### src/rtl/keypad4x4_scan.sv
// keypad4x4_scan: scans a 4x4 key matrix with active-low row strobes,
// debounces whole-matrix snapshots and queues each newly pressed key as a
// 4-bit code (row*4+col) in a small first-word-fall-through FIFO.
module keypad4x4_scan #(
    parameter int SCAN_DIV = 1000,
    parameter int DEBOUNCE = 4,
    parameter int FIFO_AW  = 2
) (
    input  logic        clk,
    input  logic        reset,
    input  logic [3:0]  col_n,
    output logic [3:0]  row_n,
    output logic [3:0]  key_code,
    output logic        key_valid,
    input  logic        key_rd,
    output logic [15:0] key_map,
    output logic        pressed,
    output logic        overflow
);

    localparam int DIV_W = $clog2(SCAN_DIV);
    localparam int DEPTH = 1 << FIFO_AW;
    localparam logic [DIV_W-1:0] DIV_LAST = DIV_W'(SCAN_DIV - 1);

    // Column synchroniser
    logic [3:0]       col_s1_q, col_s2_q;

    // Scan state
    logic [DIV_W-1:0] div_q;
    logic [1:0]       row_q;
    logic [3:0]       row_n_q;
    logic [15:0]      raw_q, raw_d;
    logic [15:0]      prev_q;
    logic [3:0]       stable_q, stable_d;
    logic             upd_q;

    // Debounced state and event generation
    logic [15:0]      map_q;
    logic             pressed_q;
    logic [15:0]      pending_q, pending_d;
    logic [15:0]      push_mask;
    logic [3:0]       push_code;
    logic             push_req;

    // Event FIFO
    logic [3:0]       mem_q [DEPTH];
    logic [FIFO_AW:0] wr_ptr_q, rd_ptr_q;
    logic             fifo_empty, fifo_full;
    logic             do_pop, do_push, do_drop;
    logic             ovf_q;

    logic             row_end, scan_end, debounce_hit;
    logic [1:0]       row_next;

    assign row_end  = (div_q == DIV_LAST);
    assign scan_end = row_end && (row_q == 2'd3);
    assign row_next = row_q + 2'd1;

    // Snapshot with the current row's columns merged in, and the stability count it implies
    always_comb begin
        raw_d = raw_q;
        raw_d[{row_q, 2'b00} +: 4] = ~col_s2_q;
        if (raw_d == prev_q) begin
            stable_d = (stable_q == 4'd15) ? 4'd15 : stable_q + 4'd1;
        end else begin
            stable_d = 4'd0;
        end
        debounce_hit = ({1'b0, stable_d} + 5'd1) >= 5'(DEBOUNCE);
    end

    // Two-flop synchroniser for the asynchronous column lines (idle = released)
    always_ff @(posedge clk) begin
        if (reset) begin
            col_s1_q <= 4'hF;
            col_s2_q <= 4'hF;
        end else begin
            col_s1_q <= col_n;
            col_s2_q <= col_s1_q;
        end
    end

    // Row divider, row strobe rotation and snapshot capture at the end of each row
    always_ff @(posedge clk) begin
        if (reset) begin
            div_q    <= '0;
            row_q    <= 2'd0;
            row_n_q  <= 4'b1110;
            raw_q    <= '0;
            prev_q   <= '0;
            stable_q <= '0;
            upd_q    <= 1'b0;
        end else begin
            upd_q <= scan_end && debounce_hit;
            if (row_end) begin
                div_q   <= '0;
                row_q   <= row_next;
                row_n_q <= ~(4'b0001 << row_next);
                raw_q   <= raw_d;
            end else begin
                div_q <= div_q + 1'b1;
            end
            if (scan_end) begin
                prev_q   <= raw_d;
                stable_q <= stable_d;
            end
        end
    end

    // Lowest pending key wins so simultaneous presses enqueue in ascending code order
    always_comb begin
        push_mask = '0;
        push_code = '0;
        for (int i = 15; i >= 0; i--) begin
            if (pending_q[i]) begin
                push_mask = 16'(1) << i;
                push_code = 4'(i);
            end
        end
        push_req  = |pending_q;
        pending_d = (pending_q & ~push_mask) | (upd_q ? (prev_q & ~map_q) : 16'h0000);
    end

    // Debounced map update; only newly set bits become events, releases are silent
    always_ff @(posedge clk) begin
        if (reset) begin
            map_q     <= '0;
            pressed_q <= 1'b0;
            pending_q <= '0;
        end else begin
            pending_q <= pending_d;
            if (upd_q) begin
                map_q     <= prev_q;
                pressed_q <= |prev_q;
            end
        end
    end

    // Key port handshake: key_valid=1 means key_code holds the oldest event;
    // key_rd sampled high while key_valid=1 consumes it on that clock edge,
    // key_rd while key_valid=0 has no effect. A pop frees a slot for a push
    // in the same cycle, so a full FIFO only drops when nobody is reading.
    assign fifo_empty = (wr_ptr_q == rd_ptr_q);
    assign fifo_full  = (wr_ptr_q[FIFO_AW] != rd_ptr_q[FIFO_AW]) &&
                        (wr_ptr_q[FIFO_AW-1:0] == rd_ptr_q[FIFO_AW-1:0]);
    assign do_pop     = key_rd && !fifo_empty;
    assign do_push    = push_req && (!fifo_full || do_pop);
    assign do_drop    = push_req && fifo_full && !do_pop;

    // Event FIFO storage, pointers and sticky overflow flag
    always_ff @(posedge clk) begin
        if (reset) begin
            for (int i = 0; i < DEPTH; i++) begin
                mem_q[i] <= '0;
            end
            wr_ptr_q <= '0;
            rd_ptr_q <= '0;
            ovf_q    <= 1'b0;
        end else begin
            if (do_push) begin
                mem_q[wr_ptr_q[FIFO_AW-1:0]] <= push_code;
                wr_ptr_q <= wr_ptr_q + 1'b1;
            end
            if (do_pop) begin
                rd_ptr_q <= rd_ptr_q + 1'b1;
            end
            if (do_drop) begin
                ovf_q <= 1'b1;
            end
        end
    end

    assign row_n     = row_n_q;
    assign key_code  = mem_q[rd_ptr_q[FIFO_AW-1:0]];
    assign key_valid = !fifo_empty;
    assign key_map   = map_q;
    assign pressed   = pressed_q;
    assign overflow  = ovf_q;

endmodule
### config.mk
export PLATFORM = sky130hd
export DESIGN_NAME = keypad4x4_scan
export DESIGN_NICKNAME = d
export VERILOG_FILES = /design/src/rtl/keypad4x4_scan.sv
export SDC_FILE = /design/constraint.sdc
export NUM_CORES = 1
export LEC_CHECK = 0
export ABC_AREA = 0
export BUFFER_PORTS_ARGS = -buffer_cell sky130_fd_sc_hd__buf_2
export CORE_MARGIN = 1.5
export CORE_UTILIZATION = 55
export CTS_CLUSTER_SIZE = 30
export DETAILED_ROUTE_END_ITERATION = 8
export PLACE_DENSITY = 0.76
export SYNTH_ARGS = -nofsm -noshare
export SYNTH_HDL_FRONTEND = slang
export SYNTH_SLANG_ARGS = --single-unit
### constraint.sdc
create_clock -name clk -period 2.8 [get_ports clk]
set_input_delay 0.7 -clock clk [delete_from_list [all_inputs] [get_ports clk]]
set_output_delay 0.7 -clock clk [all_outputs]
set_load 0.1 [all_outputs]
Word level (Yosys, flattened, before mapping)
Memory sizes are Yosys's and may differ from the RTL's. A register that Yosys moved wholly into a read port is not among the register bits.
Cells that the tools add are included.
- bitwise logic cells: 7
- add/subtract/negate cells: 7
- shift-type cells: 3
- $lt $le $gt $ge: 1
- equal/unequal tests: 7
- reductions and logical operators: 15
- mux-type cells: 46
- operators with widths (kind ; number):
    16-bit 2-to-1 mux ; 17
    4-bit 2-to-1 mux ; 19
    16-bit AND ; 2
    16-bit inverter ; 2
    16-bit OR reduction ; 2
    16-bit bitwise mux ; 1
    16-bit equality test ; 1
    16-bit bitwise OR ; 1
    4-bit by 6-bit variable shift with 16-bit output (first input constant) ; 1
    4-bit by 6-bit variable part select with 16-bit output ; 1
    10-bit by 1-bit adder with 10-bit output (second input constant) ; 1
    10-bit equality test (second input constant) ; 1
    4-bit inverter ; 2
    1-bit logical AND ; 7
    3-bit by 1-bit adder with 3-bit output (second input constant) ; 2
    1-bit 2-to-1 mux ; 6
    2-bit 2-to-1 mux ; 3
    4-bit negation with 6-bit output ; 1
    4-bit by 1-bit adder with 5-bit output (second input constant) ; 1
    5-bit by 3-bit >= comparator with 1-bit output (second input constant) ; 1
    4-bit by 1-bit adder with 4-bit output (second input constant) ; 1
    4-bit equality test (second input constant) ; 1
    4-bit OR reduction ; 1
    1-bit by 2-bit << shifter with 4-bit output (first input constant) ; 1
    other kinds (8) ; 10
- word-level logic and storage cells: 102
- bits of input ports: 7
- output and inout port bits: 27
- bits in writable memories: 16
- register bits after elaboration: 101
- memories: 1
- memory list (memory ; words ; bits a word ; read ports ; clocked after Yosys merged registers in ; write ports ; RTL line ; source):
    mem_q ; 4 ; 4 ; 1 ; 1 ; 4 ; 46 ; logic [3:0] mem_q [DEPTH];

Longest topological paths before layout
- depth in word-level cells: 19
- mapped depth: 12
- mapped depth without buffers: 8

Worst setup path after synthesis
Ideal clock, no wire load.
- path kind: reg2reg
- start point: register row_q[0]
- end point: register stable_q[1]
- cell stages (with the launch flop): 13
- period minus slack after synthesis: 2.872 ns
- data required time: 2.730 ns
- buffers on the path: 4
- data arrival time: 2.802 ns
- setup time: 0.070 ns
- setup slack: -0.072 ns
- path through: dfxtp_1 clkbuf_1 buf_2 inv_1 ha_1 clkbuf_1 buf_2 nor4b_1 xnor2_1 o21ai_0 a2111oi_2 nand3_1 o21ai_1
- longest elaborated chain between the ends: 5
- elaborated cells on any way between the ends: 8
- classes of those cells: add/sub (1); eq/ne (2); shift (2); mux (2); reduce/logical (1)
- ends and longest elaborated chain (item ; RTL line ; source):
    from (decl) ; 30 ; logic [1:0] row_q;
    from (signal assigned) ; 96 ; row_q <= row_next;
    4-bit negation with 6-bit output ; 62 ; raw_d[{row_q, 2'b00} +: 4] = ~col_s2_q;
    4-bit by 6-bit variable part select with 16-bit output or 4-bit by 6-bit variable shift with 16-bit output (tied branches) ; 62 ;
    16-bit bitwise mux ; 62 ;
    16-bit equality test ; 63 ; if (raw_d == prev_q) begin
    4-bit 2-to-1 mux ; 63 ;
    to (signal assigned) ; 104 ; stable_q <= stable_d;
    to (decl) ; 34 ; logic [3:0] stable_q, stable_d;
Several ways; a longest one is shown, not always the timed one.
A chain may end at the register's enable or synchronous reset.

Worst setup path in the final report
- start point: register row_q[1]
- end point: register stable_q[3]
The elaborated chain is that of the path after synthesis.

==> results.cfg <==
[global_routing]
track_usage_pct = 26.2
antenna_found_initial = 0
grt_max_degree = 61
globalRoute.totalOverflow = 0
grt_pass1_vias = 4528
grt_pass1_wl_microns = 21300

[min_path]
min_to = col_s1_q[3]
hold_class = in2reg
min-delay-start = col_n[3]
worstHoldPathCells = 2

[clock_network]
cts_made_buffers = 17
hold_buffers = 0
cts_root_buf = clkbuf_8
clkTransAtPathRegs_ps = 60
cts_tree = built
clk_path_buf_depth = 2
clock_sinks = 119
post_cts_resized = 0
ctsHtreeMaxLevel = 4
clock_latency_ps = 530
cts_setup_buffers = 0

[synthesis]
ys_warn_count = 0
synthMuxAreaShare_pct = 4.35
synth_xor_area_share_pct = 3.96
syn_area_sq_um = 5520
synth-edff-count = 16
ys_ff_latch = 119
synth-seq-area-share_pct = 46.0
async_flop_share_pct = 0
synthAdderAreaFrac_pct = 2.04
synth_nets = 630
ys_types = 61
synthFlopType = dfxtp_1
synth_cells = 614
synth_top_family_by_area = simple AND/OR/NAND/NOR gates
syn_area_per_cell_sq_um = 9.00
post_synth_and_or_nand_nor_area_fraction_pct = 25.0
synth_compound_area_share_pct = 14.8

[sta]
fmax_mhz = 369
fin_crit_sh_pct = 96.9
min_period_ps = 2710
worst_slew_pin_slew_ps = 695
timing.final.ws_setup_ps = 88.0
max_slew_margin_pct = 53.2
hold_violations = 0
setup_viol = 0
tns_ps = 0
fin_worst_skew_ps = 8.47
drv_slew = 0
rsz0062_at_grt = false

[drt]
routed-via-count = 4654
viasPerCell = 5.86
drtPass1Iterations = 5
wl_microns = 13000
first_iter_violations = 187
detail_route.wl_per_cell_microns = 16.4
ant_nets = 0
drc = 0

[placement]
postPlaceCellArea_sq_um = 5880
dp_hpwl_microns = 8880
port_buffers = 33
place_ws_ps = 54.7
dp.cells = 762
gp_congestion = 0.960

[power]
ir_drop_v = 0.000376
clkPwrFrac_pct = 53.4
power_switching_w = 0.000840
pwr-share-seq_pct = 44.3
power.density_nw_per_um2 = 611
p_int_w = 0.00312
pwr-share-comb_pct = 2.3
p_leak_nw = 2.38
swShare_pct = 21.2

[die]
core.rowCount = 36
start_util_pct = 56.5
core_area_sq_um = 9770
die-area_sq_um = 10700
io_pins = 34
die_h_microns = 103
die_x_microns = 103

[layout]
design_area_sq_um = 6480
area_growth_pct = 17.4
layout-drive-gt1-share_pct = 17.2
antenna_cells = 0
fin_cells = 794
finalNetCount = 664
finish.utilization_pct = 66.3

[worst_setup_path]
path_delay_family = simple AND/OR/NAND/NOR gates
r2r_start = row_q[1]
worstSetupPathType = reg2reg
cp.buffers_inverters = 1
crit_fanout = 5
crit_path_top_delay_cell = or4_1
critPathArrivalTime_ps = 3150
cp-end-kind = register
cp-start-kind = register
ff2ff_path_depth = 7
slowest_delay_ps = 640
worst-r2r-setup-slack_ps = 90
required_ps = 3240
rr_endpoint = stable_q[3]
path_cells = ha_1, inv_1, or4_1, a221o_1, nor4_4, nand4_1, a22oi_1

[run_status]
status = complete, no violations

[run]
max_cap_violations = 0
## cell usage after synthesis, types with 4 or more instances
master    number  share of area [%]
xor2_1        15                2.4
o22ai_1        5               0.57
nand3b_1      10                1.4
nor4b_1        5               0.79
nand2b_1      21                2.4
nand4_1        4               0.45
nor2_1        94                6.4
o21ai_1        4               0.36
and3_1         4               0.45
mux2i_1       15                2.7
or2_2         12                1.4
a31oi_1        5               0.57
xnor2_1       10                1.6
nand2_1       37                2.5
nor4_1         4               0.45
nand3_1       10               0.91
nor2b_1       10                1.1
or4b_1         4               0.72
edfxtp_1      16                8.7
or3_1          4               0.45
dfxtp_1      103                 37
a211oi_1      22                3.0
inv_1         20                1.4
mux4_2         4                1.6
ha_1           9                2.0
and2_1         6               0.68
o21ai_0       18                1.6
clkbuf_1      30                2.0
a21oi_1       42                3.8
nor3_1        14                1.3
## logic make-up (layout without fill, tap and decap cells)
family          after synthesis  count (layout)
fa+ha+maj                     9               9
buf+inv                      55             102
simple gates                260             260
mux                          19              19
compound gates              127             127
flops                       119             119
xor+xnor                     25              25
## state kept, by name, summed over array words and instances (netlist names), 2 cells and up, named ones only
register,cells
key_map,16
mem_q,16
pending_q,16
prev_q,16
raw_q,16
div_q,10
col_s1_q,4
col_s2_q,4
row_n,4
stable_q,4
rd_ptr_q,3
wr_ptr_q,3
row_q,2
## how the worst max path moves through the flow
stage          startpoint           to  slack [ps]  cells past startpoint
2_1_floorplan    row_q[0]  stable_q[2]          70                     11
5_1_grt          row_q[1]  stable_q[0]          20                      8
3_3_place_gp     row_q[0]  stable_q[1]         210                      9
4_1_cts          row_q[0]  stable_q[1]          30                      9
6_report         row_q[1]  stable_q[3]          90                      7
3_5_place_dp     row_q[0]  stable_q[1]          50                      9
## area by class of cell
| class | count | area [sq um] |
|---|---|---|
| Fill cell | 806 | 3290 |
| Clock buffer | 19 | 422 |
| Tap cell | 133 | 166 |
| Multi-Input combinational cell | 440 | 2830 |
| Clock inverter | 13 | 156 |
| Inverter | 20 | 75.1 |
| Timing Repair Buffer | 50 | 293 |
| Sequential cell | 119 | 2540 |
## power groups by stage
stage	sequential [W]	clock [W]	combinational, W
final	0.00176	0.00212	0.0000904
after global routing	0.00176	0.00222	0.0000981
after CTS	0.00176	0.00215	0.0000898
after floorplan	0.00179	0	0.0000694
after global placement	0.00179	0	0.0000870
after detailed placement	0.00179	0	0.0000893
## cell usage in the layout, fill, tap and decap left out, types with 5 or more instances in the layout
cell,netlist,routed
or2_2,12,12
dfxtp_1,103,102
buf_4,0,17
a31oi_1,5,5
ha_1,9,8
nand3b_1,10,10
mux2i_1,15,15
buf_2,2,33
xor2_1,15,15
o22ai_1,5,5
nor3_1,14,13
clkbuf_16,0,16
nand3_1,10,9
nand2b_1,21,21
inv_1,20,20
a211oi_1,22,22
and2_1,6,6
nor2_1,94,94
xnor2_1,10,10
o21ai_0,18,18
nor2b_1,10,9
edfxtp_1,16,16
nand2_1,37,37
a21oi_1,42,42
## layer usage
layer	vias to the layer above	track usage, %	share of wire [%]
li1	2261	-	-
met1	2204	32.2	45
met2	160	44.0	48
met3	29	5.91	4.8
met4	0	11.7	2.5
met5	-	0	0
## stage by stage
step	power [W]	hold slack (ps)
after floorplan	0.00186	389
after global placement	0.00188	391
after detailed placement	0.00188	397
after CTS	0.00400	334
after global routing	0.00407	344
final	0.00396	358
## worst register-to-register path: cells and delay by family (launching register included)
kind / cells / cell delay (ps)
simple gates: 3 / 1250
flops: 1 / 400
fa+ha+maj: 1 / 280
compound gates: 2 / 550
buf+inv: 1 / 150
Note: power is estimated with default switching activity, not from simulation.
